## src/rtl/bram_dp_ctrl_pkg.sv

```systemverilog
// Shared types and constants for the dual-port BRAM request/response controller.
// Holds the request bundle, default sizes and the credit counter width helper.
package bram_dp_ctrl_pkg;

  localparam int RAM_WIDTH_D     = 16;
  localparam int RAM_ADDR_BITS_D = 3;
  localparam int RSP_DEPTH_D     = 4;

  typedef struct packed {
    logic                       we;
    logic [RAM_ADDR_BITS_D-1:0] addr;
    logic [RAM_WIDTH_D-1:0]     data;
  } req_t;

  // Counter must hold 0..depth inclusive.
  function automatic int credit_w(input int depth);
    return $clog2(depth + 1);
  endfunction

endpackage

```

## src/rtl/bram_dp_ctrl_rsp_fifo.sv

```systemverilog
// Per-port read response FIFO; shows the head while valid, holds last data when empty.
// Ports: clk_i, rst_ni (sync, active-low), push_i/data_i in, pop_i in, valid_o/data_o out.
module bram_dp_ctrl_rsp_fifo
  import bram_dp_ctrl_pkg::*;
#(
  parameter int WIDTH = RAM_WIDTH_D,
  parameter int DEPTH = RSP_DEPTH_D
) (
  input  logic             clk_i,
  input  logic             rst_ni,
  input  logic             push_i,
  input  logic [WIDTH-1:0] data_i,
  input  logic             pop_i,
  output logic             valid_o,
  output logic [WIDTH-1:0] data_o
);

  localparam int AW = $clog2(DEPTH);
  localparam logic [AW-1:0] PONE = AW'(1);
  localparam logic [AW:0]   CONE = (AW+1)'(1);

  logic [WIDTH-1:0] mem_q [DEPTH];
  logic [AW-1:0]    wr_q, wr_d, rd_q, rd_d;
  logic [AW:0]      cnt_q, cnt_d;
  logic [WIDTH-1:0] last_q, last_d;
  logic             do_pop;

  assign valid_o = (cnt_q != '0);
  assign do_pop  = pop_i && valid_o;
  assign data_o  = valid_o ? mem_q[rd_q] : last_q;

  always_comb begin
    wr_d   = push_i ? wr_q + PONE : wr_q;
    rd_d   = do_pop ? rd_q + PONE : rd_q;
    last_d = do_pop ? mem_q[rd_q] : last_q;
    cnt_d  = cnt_q;
    if (push_i && !do_pop) cnt_d = cnt_q + CONE;
    else if (!push_i && do_pop) cnt_d = cnt_q - CONE;
  end

  always_ff @(posedge clk_i) begin
    if (!rst_ni) begin
      wr_q   <= '0;
      rd_q   <= '0;
      cnt_q  <= '0;
      last_q <= '0;
    end else begin
      wr_q   <= wr_d;
      rd_q   <= rd_d;
      cnt_q  <= cnt_d;
      last_q <= last_d;
    end
  end

  always_ff @(posedge clk_i) begin
    if (push_i) mem_q[wr_q] <= data_i;
  end

endmodule

```

## src/rtl/bram_dp_ctrl.sv

```systemverilog
// Two-channel valid/ready front end for a true dual-port BRAM with credit-limited reads.
// Ports: clk_i, rst_ni, req_{a,b}_*, rsp_{a,b}_*, mem_*_{a,b}; option BRAM_DP_CTRL_COLLISION_EN.
module bram_dp_ctrl
  import bram_dp_ctrl_pkg::*;
#(
  parameter int RAM_WIDTH     = RAM_WIDTH_D,
  parameter int RAM_ADDR_BITS = RAM_ADDR_BITS_D,
  parameter int RSP_DEPTH     = RSP_DEPTH_D
) (
  input  logic                     clk_i,
  input  logic                     rst_ni,
  input  logic                     req_a_valid_i,
  output logic                     req_a_ready_o,
  input  logic                     req_a_we_i,
  input  logic [RAM_ADDR_BITS-1:0] req_a_addr_i,
  input  logic [RAM_WIDTH-1:0]     req_a_data_i,
  input  logic                     req_b_valid_i,
  output logic                     req_b_ready_o,
  input  logic                     req_b_we_i,
  input  logic [RAM_ADDR_BITS-1:0] req_b_addr_i,
  input  logic [RAM_WIDTH-1:0]     req_b_data_i,
  output logic                     rsp_a_valid_o,
  input  logic                     rsp_a_ready_i,
  output logic [RAM_WIDTH-1:0]     rsp_a_data_o,
  output logic                     rsp_b_valid_o,
  input  logic                     rsp_b_ready_i,
  output logic [RAM_WIDTH-1:0]     rsp_b_data_o,
  output logic                     mem_en_a_o,
  output logic                     mem_we_a_o,
  output logic [RAM_ADDR_BITS-1:0] mem_addr_a_o,
  output logic [RAM_WIDTH-1:0]     mem_data_a_o,
  input  logic [RAM_WIDTH-1:0]     mem_data_a_i,
  output logic                     mem_en_b_o,
  output logic                     mem_we_b_o,
  output logic [RAM_ADDR_BITS-1:0] mem_addr_b_o,
  output logic [RAM_WIDTH-1:0]     mem_data_b_o,
  input  logic [RAM_WIDTH-1:0]     mem_data_b_i
);

  localparam int CW = credit_w(RSP_DEPTH);
  localparam logic [CW-1:0] CRED_MAX = CW'(RSP_DEPTH);
  localparam logic [CW-1:0] CRED_ONE = CW'(1);

  logic [1:0] req_v, rdy, acc, stall;
  logic [1:0] rsp_v, rsp_rdy, hs, en;
  req_t       req [2];
  req_t       iss [2];
  logic [RAM_WIDTH-1:0] rdata [2];
  logic [RAM_WIDTH-1:0] rsp_data [2];

  assign req_v   = {req_b_valid_i, req_a_valid_i};
  assign rsp_rdy = {rsp_b_ready_i, rsp_a_ready_i};
  assign req[0]  = '{we: req_a_we_i, addr: req_a_addr_i, data: req_a_data_i};
  assign req[1]  = '{we: req_b_we_i, addr: req_b_addr_i, data: req_b_data_i};
  assign rdata[0] = mem_data_a_i;
  assign rdata[1] = mem_data_b_i;
  assign acc = req_v & rdy;
  assign hs  = rsp_v & rsp_rdy;

`ifdef BRAM_DP_CTRL_COLLISION_EN
  // B yields to A on any same-address pair involving a write.
  assign stall[0] = 1'b0;
  assign stall[1] = req_v[0] && req_v[1] &&
                    (req[0].addr == req[1].addr) &&
                    (req[0].we || req[1].we);
`else
  assign stall = 2'b00;
`endif

  for (genvar p = 0; p < 2; p++) begin : g_port
    logic [CW-1:0] cred_q, cred_d;
    req_t          iss_q, iss_d;
    logic          en_q, infl_q, rd_acc;

    assign rd_acc = acc[p] && !req[p].we;
    // Writes never consume credits, so only reads wait on them.
    assign rdy[p] = rst_ni && ((cred_q != '0) || req[p].we) && !stall[p];

    always_comb begin
      cred_d = cred_q;
      if (rd_acc && !hs[p]) cred_d = cred_q - CRED_ONE;
      else if (!rd_acc && hs[p]) cred_d = cred_q + CRED_ONE;
      // addr/data hold when idle; we drops so the port is quiet.
      iss_d    = iss_q;
      iss_d.we = 1'b0;
      if (acc[p]) iss_d = req[p];
    end

    always_ff @(posedge clk_i) begin
      if (!rst_ni) begin
        cred_q <= CRED_MAX;
        iss_q  <= '0;
        en_q   <= 1'b0;
        infl_q <= 1'b0;
      end else begin
        cred_q <= cred_d;
        iss_q  <= iss_d;
        en_q   <= acc[p];
        infl_q <= en_q && !iss_q.we;
      end
    end

    bram_dp_ctrl_rsp_fifo #(
      .WIDTH (RAM_WIDTH),
      .DEPTH (RSP_DEPTH)
    ) u_fifo (
      .clk_i   (clk_i),
      .rst_ni  (rst_ni),
      .push_i  (infl_q),
      .data_i  (rdata[p]),
      .pop_i   (rsp_rdy[p]),
      .valid_o (rsp_v[p]),
      .data_o  (rsp_data[p])
    );

    assign en[p]  = en_q;
    assign iss[p] = iss_q;
  end

  assign req_a_ready_o = rdy[0];
  assign req_b_ready_o = rdy[1];
  assign rsp_a_valid_o = rsp_v[0];
  assign rsp_b_valid_o = rsp_v[1];
  assign rsp_a_data_o  = rsp_data[0];
  assign rsp_b_data_o  = rsp_data[1];

  assign mem_en_a_o   = en[0];
  assign mem_we_a_o   = iss[0].we;
  assign mem_addr_a_o = iss[0].addr;
  assign mem_data_a_o = iss[0].data;
  assign mem_en_b_o   = en[1];
  assign mem_we_b_o   = iss[1].we;
  assign mem_addr_b_o = iss[1].addr;
  assign mem_data_b_o = iss[1].data;

endmodule
```

## config.mk

```make
export PLATFORM = sky130hd
export DESIGN_NAME = bram_dp_ctrl
export DESIGN_NICKNAME = d
export VERILOG_FILES = /design/src/rtl/bram_dp_ctrl_pkg.sv /design/src/rtl/bram_dp_ctrl_rsp_fifo.sv /design/src/rtl/bram_dp_ctrl.sv
export SDC_FILE = /design/constraint.sdc
export NUM_CORES = 1
export LEC_CHECK = 0
export BUFFER_PORTS_ARGS = -buffer_cell sky130_fd_sc_hd__clkbuf_2
export CORE_MARGIN = 4
export CORE_UTILIZATION = 40
export DETAILED_ROUTE_END_ITERATION = 10
export PLACE_DENSITY = 0.57
export SLEW_MARGIN = 10
export SYNTH_ARGS = -nofsm -noshare
export SYNTH_HDL_FRONTEND = slang
export SYNTH_SLANG_ARGS = --single-unit
```

## constraint.sdc

```tcl
create_clock -name clk_i -period 3.4 [get_ports clk_i]
set_input_delay 0.51 -clock clk_i [delete_from_list [all_inputs] [get_ports clk_i]]
set_output_delay 0.51 -clock clk_i [all_outputs]
set_load 0.005 [all_outputs]
```

After elaboration in Yosys (flattened, before gate mapping) --
Memories as Yosys holds them, arrays and structs flattened. A register that Yosys moved wholly into a read port is not among the register bits. Cells that the tools add are included. Widths: inputs -> output; s select.
Storage, ports and cells: memories kept 2, logic and storage cells 94, input bits 78, output and inout bits 78, memory bits (writable) 128, bits in registers 96
Cells by class: bitwise operators 2, add/sub/neg operators 12, muxes and demuxes 18, reduce and logical (&&, ||, !) cells 40
Memories:
- g_port[0].u_fifo.mem_q | depth 4, bits a word 16, read ports 1, clocked after memory_dff 1, wr ports 1, RTL line bram_dp_ctrl_rsp_fifo.sv:22 | logic [WIDTH-1:0] mem_q [DEPTH];
- g_port[1].u_fifo.mem_q | depth 4, bits a word 16, read ports 1, clocked after memory_dff 1, wr ports 1, RTL line bram_dp_ctrl_rsp_fifo.sv:22
Operators by type and width (number):
- $mux 16 | 2
- $mux 3 | 8
- $logic_and 1x1->1 | 16
- $add 3x1->3 const B | 4
- $logic_not 1->1 | 12
- $reduce_bool 3->1 | 4
- $sub 3x1->3 const B | 4
- $add 2x1->2 const B | 4
- $mux 2 | 4
- $reduce_bool 2->1 | 4
- $and 2x2->2 | 2
- $mux 1 | 4
- $reduce_and 2->1 | 2
- $logic_or 1x1->1 | 2

Longest topological paths before layout --
Gate-level depths: netlist of run 1.
word-level depth 9, depth in mapped cells 11, depth with buffers taken out 9

Hierarchy --
A second synthesis of run 1 with hierarchy kept.
Second synthesis, totals: cells, all modules 578, area total of the unflattened synthesis 8992.4 um^2
Modules (own cells, without submodules):
- bram_dp_ctrl_rsp_fifo | cells an instance 182, area an instance 3468.3 um^2, times used 2, sequential area each 2422.3 um^2
- bram_dp_ctrl | cells an instance 214, area an instance 2055.7 um^2, times used 1, sequential area each 1001.0 um^2

Worst setup path after synthesis of run 1 --
OpenSTA, ideal clock, no wires.
kind in2reg, from in rst_ni, to reg g_port[0].cred_q[2], data required time 3.338 ns, path buffers 2, stages on the path 11, slack 0.983 ns, arrival time 2.354 ns, library setup time 0.062 ns, path through buf_2 -> o41a_1 -> nand2_1 -> buf_2 -> nor2_1 -> ha_1 -> inv_1 -> fa_1 -> xor2_1 -> or3_1 -> nand3_1
Between the ends: word-level cells in the longest chain between the ends 6, elaborated cells on any way between the ends 8, those cells by class mux: 1; bitwise: 1; reduce/logical: 6
Ends and longest elaborated chain:
- start, declared | RTL line bram_dp_ctrl.sv:11 | input logic rst_ni,
- $logic_and 1x1->1 * | RTL line bram_dp_ctrl.sv:77 | assign rdy[p] = rst_ni && ((cred_q != '0) || req[p].we) && !stall[p];
- net req_a_ready_o | RTL line bram_dp_ctrl.sv:13 | output logic req_a_ready_o,
- $and 2x2->2 * | RTL line bram_dp_ctrl.sv:57 | assign acc = req_v & rdy;
- $logic_and 1x1->1 * | RTL line bram_dp_ctrl.sv:75 | assign rd_acc = acc[p] && !req[p].we;
- $logic_not 1->1 | RTL line bram_dp_ctrl.sv:82 | else if (!rd_acc && hs[p]) cred_d = cred_q + CRED_ONE;
- $logic_and 1x1->1 | RTL line bram_dp_ctrl.sv:82
- $reduce_bool 2->1 (no source line)
- end signal, assigned | RTL line bram_dp_ctrl.sv:96 | cred_q <= cred_d;
- end, declared | RTL line bram_dp_ctrl.sv:71 | logic [CW-1:0] cred_q, cred_d;
Mark *: on every way through the listed nets, which the timed path passes. The rest lies on a longest branch. A chain may end at the register's enable or synchronous reset.

Worst setup path after layout of run 1 --
from reg g_port[1].u_fifo.cnt_q[0], to out rsp_b_data_o[4]
Between the ends: word-level cells in the longest chain between the ends 2
Ends and longest elaborated chain:
- start, declared | RTL line bram_dp_ctrl_rsp_fifo.sv:24 | logic [AW:0] cnt_q, cnt_d;
- start signal, assigned | RTL line bram_dp_ctrl_rsp_fifo.sv:50 | cnt_q <= cnt_d;
- $reduce_bool 3->1 | RTL line bram_dp_ctrl_rsp_fifo.sv:28 | assign valid_o = (cnt_q != '0);
- $mux 16 | RTL line bram_dp_ctrl_rsp_fifo.sv:30 | assign data_o = valid_o ? mem_q[rd_q] : last_q;
- end, declared | RTL line bram_dp_ctrl.sv:27 | output logic [RAM_WIDTH-1:0] rsp_b_data_o,
Every way passes these cells.

==> results.json, run 1 <==
{
  "fillerInstances": 1901,
  "hp-class": "primary input to flip-flop",
  "whs_endpoint": "mem_data_a_o[7]",
  "n_antenna_cell": 0,
  "first_pass_iters": 6,
  "num_vias": 5219,
  "finalMaxSlewViolations": 0,
  "r2r_start": "g_port[0].u_fifo.cnt_q[0]",
  "die_y_um": 158,
  "hold_depth": 3,
  "drc": 0,
  "synth_cell_types": 31,
  "start_kind": "flip-flop",
  "min_period_over_period_pct": 83.2,
  "cts.sink_count": 228,
  "pin_count": 156,
  "setup-violations-final": 0,
  "dp_hpwl_um": 11700,
  "synth-edff-count": 128,
  "outcome": "finished clean",
  "synth_fp_nets": 672,
  "finalNetCount": 835,
  "synth.yosys.seq_area_share_pct": 65.1,
  "p_leak_nw": 4.52,
  "critical_path_class": "flip-flop to output port",
  "syn_avg_cell_area_um2": 15.5,
  "rows": 54,
  "place_congestion": 0.706,
  "ff2ff_path_depth": 7,
  "power_mw": 8.22,
  "fin_skew_ns": 0.00680,
  "final_util_pct": 49.3,
  "drt-initial-drc-count": 185,
  "place.port_buffers": 155,
  "grtUsageTotal_pct": 14.4,
  "placedCellCount": 994,
  "drive_gt1_share_pct": 33.1,
  "min_period_ns": 2.83,
  "start_util_pct": 40.9,
  "ys_warn_count": 0,
  "rsz0062_at_grt": "no",
  "wl_per_cell_um": 17.2,
  "ys.flop_type": "edfxtp_1",
  "netlist_instances": 578,
  "r2r_end": "g_port[0].u_fifo.cnt_q[2]",
  "postCtsSetupBuffers": 0,
  "fmax_mhz": 353,
  "relSlewSlack_pct": 32.5,
  "postCtsHoldBufs": 0,
  "die-area_um2": 24900,
  "die_x_um": 158,
  "cts_resized": 0,
  "crit_path_end_kind": "output port",
  "synth.area.top_cells": "edfxtp_1 (43%), dfxtp_1 (22%), mux4_1 (7.3%), mux2i_1 (4.7%), mux2_2 (3.9%)",
  "regArea_um2": 5850,
  "crit_arrival_ns": 2.32,
  "required_ns": 2.89,
  "tightest_slew_ns": 1.01,
  "r2r_slack_ns": 0.88,
  "cts_inserted_buffers": 25,
  "ir_worst_vdd_uv": 290,
  "fin_cells": 1039,
  "multiInputGateArea_um2": 2730,
  "synth_top_area_share_pct": 42.8,
  "antenna_found_initial": 0,
  "cts_tree": "built",
  "grt_max_degree": 33,
  "synth_area_um2": 8980,
  "area_growth_pct": 20.5,
  "cts_max_level": 1,
  "setup_tns_ns": 0,
  "insertion_delay_ns": 0.50,
  "clock_path_buffers": 3,
  "cts_root_buffer": "clkbuf_16",
  "cap_violations": 0,
  "wirelength_um": 17900,
  "grt_pass1_vias": 5589,
  "power_density_nw_per_um2": 760,
  "final_hold_viol_count": 0,
  "ys_async_sr_fraction_pct": 0,
  "clk_pin_slew_worst_paths_ns": 0.06,
  "viasPerCell": 5.02,
  "grt_pass1_wl_um": 28700,
  "overflow": 0,
  "coreArea_um2": 22000,
  "ys_ff_latch": 228,
  "yosysTopAreaCell": "edfxtp_1",
  "worst_hold_startpoint": "req_a_data_i[7]",
  "critPathMaxFanout": 18,
  "antenna_left": 0
}
-- routing by layer --
metal / track usage [%] / wire (µm) / share of wire (%)
met1: 17.7 / 7550 / 42
met2: 25.1 / 8800 / 49
met4: 3.93 / 450 / 2.5
met5: 0 / 0 / 0
met3: 3.72 / 1100 / 6.1
-- cell usage in the layout (no fill, tap or decap), types with 12 or more instances in the layout --
cell / Yosys / layout
nand2_1: 42 / 42
edfxtp_1: 128 / 128
clkbuf_2: 0 / 155
clkbuf_16: 0 / 25
xor2_1: 12 / 12
mux2i_1: 42 / 42
ha_1: 12 / 12
mux4_1: 25 / 25
dfxtp_1: 100 / 100
nor2_1: 26 / 26
mux2_2: 31 / 31
a22o_1: 27 / 27
inv_1: 53 / 53
-- cell families (layout without fill, tap and decap cells) --
family / count (synthesis) / after routing / synth area share (%)
DFF: 228 / 228 / 65.1
buffers and inverters: 80 / 261 / 4.46
and+or+nand+nor: 86 / 86 / 4.07
xor gates and xnor gates: 14 / 14 / 1.37
adders and majority gates: 16 / 16 / 2.56
muxes: 106 / 106 / 17.8
AOI/OAI and AO/OA: 48 / 48 / 4.61
-- worst max-delay path: stages, from the launching register on --
cell and delay (ns):
dfxtp_1 0.43, or3_1 0.81, mux2_2 0.44, clkbuf_2 0.12
-- how the worst max path moves through the flow --
stage                              startpoint                         to
floorplan                              rst_ni        g_port[0].cred_q[2]
global placement    g_port[0].u_fifo.cnt_q[0]  g_port[0].u_fifo.cnt_q[2]
detailed placement  g_port[0].u_fifo.cnt_q[0]  g_port[0].u_fifo.cnt_q[2]
CTS                 g_port[1].u_fifo.cnt_q[0]            rsp_b_data_o[4]
global route        g_port[1].u_fifo.cnt_q[0]            rsp_b_data_o[9]
finish              g_port[1].u_fifo.cnt_q[0]            rsp_b_data_o[4]
-- cells in the mapped netlist (all sizes together), types with 4 or more instances --
cell type  count
and2           8
nor2          26
nand2         42
mux4          32
xor2          12
ha            12
or3            6
clkbuf         8
mux2i         42
a21oi          6
edfxtp       128
o21ai          4
dfxtp        100
buf           19
fa             4
inv           53
a22o          32
mux2          32
-- final cells by class --
type,instances,area share (%)
Sequential cell,228,54.0
Multi-Input combinational cell,270,25.2
Timing Repair Buffer,163,7.73
Clock inverter,19,2.10
Clock buffer,26,5.82
Tap cell,280,3.24
Inverter,53,1.84
-- registers in the layout (all words and copies together) (netlist names), named ones only --
signal	cells
g_port.cred_q	6
g_port.infl_q	2
g_port.u_fifo.cnt_q	6
g_port.u_fifo.last_q	32
g_port.u_fifo.mem_q	128
g_port.u_fifo.rd_q	4
g_port.u_fifo.wr_q	4
mem_addr_a_o	3
mem_addr_b_o	3
mem_data_a_o	16
mem_data_b_o	16
mem_en_a_o	1
mem_en_b_o	1
mem_we_a_o	1
mem_we_b_o	1
-- through the flow --
stage	area, µm²	hold slack [ns]	worst slack [ns]
detailed placement	9960	0.408	0.883
global route	10800	0.200	0.414
CTS	10800	0.192	0.491
finish	10800	0.215	0.570
global placement	9960	0.406	1.02
floorplan	8980	0.413	0.983
-- where the power goes --
part / leakage, nW / total (mW) / switching (mW) / internal (mW)
combinational: 2.14 / 2.09 / 1.01 / 1.08
clock: 0.403 / 2.78 / 1.11 / 1.67
sequential: 1.98 / 3.35 / 0.179 / 3.17
total: 4.52 / 8.22 / 2.30 / 5.92
No activity file was read; power rests on OpenSTA's default activity.
==> run 2, diff against run 1 <==
ABC_AREA = 1   (was default)
PLACE_DENSITY = 0.59   (was 0.57)
clock period = 2.5 ns   (was 3.4 ns; I/O delays follow)
==> run 2 against run 1 <==
Effect of this change: synthesized area increased by 16%; flip-flop and latch count unchanged; die area increased by 15%; design area increased by 12%; critical endpoint is now rsp_b_data_o[15]; clock skew increased by 0.0040 ns; power increased by 43%; worst setup slack got worse by 0.36 ns; critical path depth increased by 3.
==> results.json, run 2 <==
{
  "synth_cell_types": 24,
  "final_area_um2": 12100,
  "cts_root_buffer": "clkbuf_16",
  "cts.sink_count": 228,
  "pre_cts_ws_ns": 0.392,
  "critPathMostFrequentCell": "nand2_1",
  "finalMaxSlewViolations": 0,
  "ys_ff_latch": 228,
  "antenna_left": 0,
  "insertion_delay_ns": 0.52,
  "cts_max_level": 1,
  "setup_tns_ns": 0,
  "setup-violations-final": 0,
  "final_cell_mix": "nand2_1 (466), inv_1 (240), clkbuf_2 (154)",
  "postCtsSetupBuffers": 0,
  "postCtsHoldBufs": 0,
  "drive_gt1_share_pct": 16.5,
  "min_period_over_period_pct": 91.5,
  "power_density_nw_per_um2": 969,
  "crit_path_end_kind": "output port",
  "n_antenna_cell": 0,
  "place_congestion": 0.742,
  "start_kind": "flip-flop",
  "clock_path_buffers": 3,
  "yosysTopAreaCell": "edfxtp_1",
  "hold_depth": 1,
  "critical_path_class": "flip-flop to output port",
  "final_hold_viol_count": 0,
  "syn_avg_cell_area_um2": 8.33,
  "finalNetCount": 1494,
  "r2r_slack_ns": 0.39,
  "outcome": "finished clean",
  "r2r_start": "g_port[1].u_fifo.cnt_q[0]",
  "coreArea_um2": 25400,
  "viasPerCell": 4.45,
  "worst_hold_startpoint": "mem_data_a_i[1]",
  "ys_async_sr_fraction_pct": 0,
  "top_register": "g_port.u_fifo.mem_q",
  "ff2ff_path_depth": 9,
  "p_leak_nw": 6.30,
  "relSlewSlack_pct": 46.5,
  "ir_worst_vdd_uv": 631,
  "place.port_buffers": 155,
  "whs_endpoint": "g_port[0].u_fifo.mem_q[0][1]",
  "reg_top3": "g_port.u_fifo.mem_q: 128 flops, g_port.u_fifo.last_q: 32 flops",
  "required_ns": 2.12,
  "ys.flop_type": "edfxtp_1",
  "start_util_pct": 41.0,
  "antenna_found_initial": 0,
  "crit_chain": "buf_4 > nand3_1 > nand2_1 > nand2_1 > nand2_1 > clkbuf_2",
  "synth_common_cells": "nand2_1 (466), inv_1 (240), edfxtp_1 (128)",
  "synth_top_area_share_pct": 36.9,
  "fmax_mhz": 437,
  "area_growth_pct": 16.5,
  "synth.yosys.seq_area_share_pct": 56.1,
  "die-area_um2": 28700,
  "cts_inserted_buffers": 26,
  "synth.area.top_cells": "edfxtp_1 (37%), dfxtp_1 (19%), nand2_1 (17%), inv_1 (8.6%), nand3_1 (3.7%)",
  "grt_max_degree": 57,
  "worst_path_largest_cell_delay_ns": 0.62,
  "cp_slowest_cell": "dfxtp_1",
  "min_period_ns": 2.29,
  "wl_per_cell_um": 12.9,
  "final_common_cell": "nand2_1",
  "grt_pass1_vias": 7423,
  "netlist_instances": 1251,
  "clk_pin_slew_worst_paths_ns": 0.06,
  "cts_resized": 0,
  "overflow": 0,
  "placed_area_um2": 11300,
  "first_pass_iters": 4,
  "fin_skew_ns": 0.0108,
  "synth-edff-count": 128,
  "setup_slack_ns": 0.212,
  "dp_hpwl_um": 15000,
  "cap_violations": 0,
  "synth_fp_nets": 1345,
  "die_y_um": 169,
  "tightest_slew_ns": 0.801,
  "wirelength_um": 22600,
  "drc": 0,
  "pin_count": 156,
  "cts_tree": "built",
  "rows": 58,
  "drt-initial-drc-count": 438,
  "grtUsageTotal_pct": 15.7,
  "critPathMaxFanout": 9,
  "grt_pass1_wl_um": 37400,
  "largest_reg_flops": 128,
  "ys_warn_count": 0,
  "rsz0062_at_grt": "no",
  "synth_area_um2": 10400,
  "crit_arrival_ns": 1.91,
  "r2r_end": "g_port[1].cred_q[2]",
  "hp-class": "primary input to flip-flop",
  "yosysMostFrequentCell": "nand2_1",
  "fillerInstances": 2466,
  "die_x_um": 169,
  "num_vias": 7780
}
-- run 2: cell types whose count changed after synthesis, moves of 27 or more --
| cell | previous run | this run |
|---|---|---|
| nand2_1 | 42 | 466 |
| nand3_1 | 2 | 78 |
| nor2_1 | 26 | 80 |
| inv_1 | 53 | 240 |
| nand4_1 | 0 | 40 |
| mux2_2 | 31 | 0 |
| mux2i_1 | 42 | 0 |
| a22o_1 | 27 | 0 |
-- run 2: cell families (layout without fill, tap and decap cells) --
family	Yosys count	in the layout	synth area share (%)
XOR/XNOR	2	2	0.168
buffers and inverters	305	474	13.4
flip-flops	228	228	56.1
adder cells (fa/ha/maj)	16	16	2.21
AO/OA/AOI/OAI	24	24	1.15
AND/OR/NAND/NOR	676	676	27.0
-- run 2: worst max-delay path, delay by kind of cell, from the launching register on --
kind	cells	cell delay (ns)
buffers and inverters	2	0.39
and+or+nand+nor	4	0.38
DFF	1	0.62
-- run 2: how the worst max path moves through the flow --
stage	to	slack (ns)	cells past startpoint
after floorplan	g_port[1].cred_q[2]	0.51	10
after global placement	g_port[1].cred_q[2]	0.43	9
after detailed placement	g_port[1].cred_q[2]	0.39	9
after CTS	rsp_b_data_o[15]	0.16	6
after global routing	rsp_a_data_o[1]	0.01	7
final	rsp_b_data_o[15]	0.21	6
-- run 2: cell type report --
class | instances | area, µm² | area share (%)
Clock inverter | 4 | 20.0 | 0.165
Inverter | 247 | 937 | 7.72
Tap cell | 330 | 413 | 3.40
Sequential cell | 228 | 5850 | 48.1
Clock buffer | 44 | 787 | 6.48
Timing Repair Buffer | 179 | 958 | 7.89
Multi-Input combinational cell | 718 | 3180 | 26.2
-- run 2: power by group --
group | internal [mW] | leakage (nW) | switching, mW
Combinational | 1.26 | 3.92 | 2.34
Clock | 2.13 | 0.399 | 1.43
Sequential | 4.36 | 1.98 | 0.249
-- run 2: metal layers --
metal / track usage [%] / vias up / share of wire [%]
met5: 0 / - / 0
met4: 4.52 / 0 / 2.6
met3: 2.59 / 44 / 4.1
met2: 27.3 / 142 / 49
met1: 20.4 / 3487 / 45
li1: - / 4107 / -
-- run 2: per-stage QoR --
step | hold slack (ns) | util [%] | instances | power [mW]
final | 0.0734 | 47.8 | 1750 | 11.8
after global routing | 0.0635 | 47.8 | 1750 | 12.7
after CTS | 0.0481 | 47.8 | 1750 | 12.0
after detailed placement | 0.410 | 44.6 | 1702 | 8.36
after global placement | 0.401 | 44.6 | 1702 | 8.29
after floorplan | 0.412 | - | 1251 | 7.38
==> run 3, diff against run 2 <==
ABC_AREA = default   (was 1)
PLACE_DENSITY = 0.6   (was 0.59)
SETUP_SLACK_MARGIN = 0.5   (was default)
==> run 3 against run 2 <==
Effect of this change: die area fell by 13%; worst setup slack worse by 0.068 ns; critical path depth down 2; combinational power up 14%; critical endpoint unchanged.
==> results.json, run 3 (synthesis gave the netlist of run 1 again) <==
{
  "outcome": "finished clean",
  "clk_pin_slew_worst_paths_ns": 0.06,
  "top_register": "g_port.u_fifo.mem_q",
  "worst-path-buf-inv": 2,
  "dp_hpwl_um": 11800,
  "num_vias": 5316,
  "pin_count": 156,
  "start_util_pct": 40.9,
  "cts_max_level": 1,
  "fmax_mhz": 424,
  "required_ns": 2.12,
  "crit_path_end_kind": "output port",
  "coreArea_um2": 22000,
  "setup_tns_ns": 0,
  "cts_inserted_buffers": 26,
  "critPathMaxFanout": 8,
  "antenna_found_initial": 0,
  "grt_max_degree": 24,
  "cts_tree": "built",
  "cp_slowest_cell": "mux4_2",
  "p_leak_nw": 4.84,
  "place.port_buffers": 155,
  "r2r_start": "g_port[1].u_fifo.cnt_q[0]",
  "n_antenna_cell": 0,
  "postCtsHoldBufs": 0,
  "die_y_um": 158,
  "die-area_um2": 24900,
  "antenna_left": 0,
  "die_x_um": 158,
  "cts_root_buffer": "clkbuf_16",
  "min_period_over_period_pct": 94.3,
  "grt_pass1_vias": 5705,
  "final_cell_mix": "clkbuf_2 (155), edfxtp_1 (128), dfxtp_1 (91)",
  "power_mw": 12.6,
  "hp-class": "primary input to flip-flop",
  "worst_hold_startpoint": "req_a_data_i[3]",
  "clock_path_buffers": 3,
  "fin_hold_ws_ns": 0.0751,
  "fin_skew_ns": 0.0131,
  "wirelength_um": 18600,
  "insertion_delay_ns": 0.51,
  "drive_gt1_share_pct": 43.2,
  "tightest_slew_ns": 0.562,
  "cts.sink_count": 228,
  "min_period_ns": 2.36,
  "drt-initial-drc-count": 220,
  "power_density_nw_per_um2": 1100,
  "first_pass_iters": 4,
  "area_growth_pct": 27.8,
  "overflow": 0,
  "final_common_cell": "clkbuf_2",
  "worst_path_largest_cell_delay_ns": 0.52,
  "largest_reg_flops": 128,
  "ff2ff_path_depth": 8,
  "grtUsageTotal_pct": 14.6,
  "hold_depth": 3,
  "wl_per_cell_um": 17.1,
  "rsz0062_at_grt": "yes",
  "grt_pass1_wl_um": 29300,
  "drc": 0,
  "cap_violations": 0,
  "crit_chain": "buf_12 > mux4_2 > mux2_4 > clkbuf_2",
  "relSlewSlack_pct": 62.5,
  "finalNetCount": 882,
  "viasPerCell": 4.89,
  "rows": 54,
  "reg_top3": "g_port.u_fifo.mem_q: 128 flops, g_port.u_fifo.last_q: 32 flops",
  "setup-violations-final": 0,
  "place_congestion": 0.744,
  "critical_path_class": "flip-flop to output port",
  "path_delay_family": "multiplexers",
  "crit_arrival_ns": 1.98,
  "ir_worst_vdd_uv": 658,
  "finalMaxSlewViolations": 0,
  "final_hold_viol_count": 0,
  "worst-path-stages": 4,
  "start_kind": "flip-flop"
}
-- run 3: cell types whose count changed in the layout (fill, tap and decap cells not counted), moves of 27 or more --
| cell | before | now |
|---|---|---|
| nand4_1 | 40 | 0 |
| nand2_1 | 466 | 40 |
| mux2_4 | 0 | 32 |
| nor2_1 | 80 | 24 |
| a22o_1 | 0 | 27 |
| nand3_1 | 78 | 2 |
| mux2i_1 | 0 | 42 |
| inv_1 | 240 | 53 |
| mux4_2 | 0 | 32 |
-- run 3: metal layers --
| layer | GRT usage [%] | share of wire (%) | vias up |
|---|---|---|---|
| met1 | 19.0 | 43 | 2615 |
| li1 | - | - | 2526 |
| met5 | 0 | 0 | - |
| met3 | 3.69 | 6.1 | 29 |
| met2 | 24.7 | 50 | 146 |
| met4 | 3.77 | 1.7 | 0 |
-- run 3: what timing repair did --
item | in CTS | in global routing
gates resized for setup | 85 | 14
buffers inserted | 11 | 18
endpoints found under the hold margin | 0 | 0
cloned | 2 | 0
endpoints found under the setup margin | 37 | 38
pin swaps | 3 | 5
-- run 3: area by class of cell --
| cell class | instances | area [µm²] |
|---|---|---|
| inverters | 53 | 199 |
| clock buffers | 33 | 729 |
| well taps | 280 | 350 |
| flip-flops and latches | 228 | 5870 |
| clock inverters | 15 | 168 |
| multi-input cells | 270 | 2850 |
| fillers | 1836 | 10500 |
| repair buffers | 209 | 1310 |
-- run 3: per-stage QoR --
| step | setup slack [ns] | std cells | area [µm²] | util [%] |
|---|---|---|---|---|
| finish | 0.144 | 1088 | 11500 | 52.3 |
| CTS | 0.118 | 1070 | 11300 | 51.3 |
| floorplan | 0.412 | 578 | 9040 | - |
| detailed placement | 0.359 | 1009 | 10100 | 46.1 |
| global placement | 0.494 | 1009 | 10100 | 46.1 |
| global route | 0.0704 | 1088 | 11500 | 52.3 |
-- run 3: worst paths after layout --
kind	slack, ns	end
worst min register to register	0.41	g_port[1].infl_q
worst min-delay path	0.08	mem_data_a_o[3]
worst max register to register	0.38	g_port[1].u_fifo.cnt_q[2]
worst max-delay path	0.14	rsp_b_data_o[15]
-- run 3: worst register-to-register path: cells and delay by family (launching register included) --
kind / cells / cell delay (ns)
AOI/OAI and AO/OA: 2 / 0.41
DFF: 1 / 0.35
buffers and inverters: 2 / 0.20
and+or+nand+nor: 1 / 0.33
adders and majority gates: 2 / 0.60
xor gates and xnor gates: 1 / 0.18
-- run 3: where the power goes --
part / switching [mW] / internal [mW] / leakage [nW] / total, mW
clock network: 1.47 / 2.38 / 0.439 / 3.85
registers: 0.274 / 4.34 / 1.98 / 4.61
logic: 1.69 / 2.44 / 2.41 / 4.13
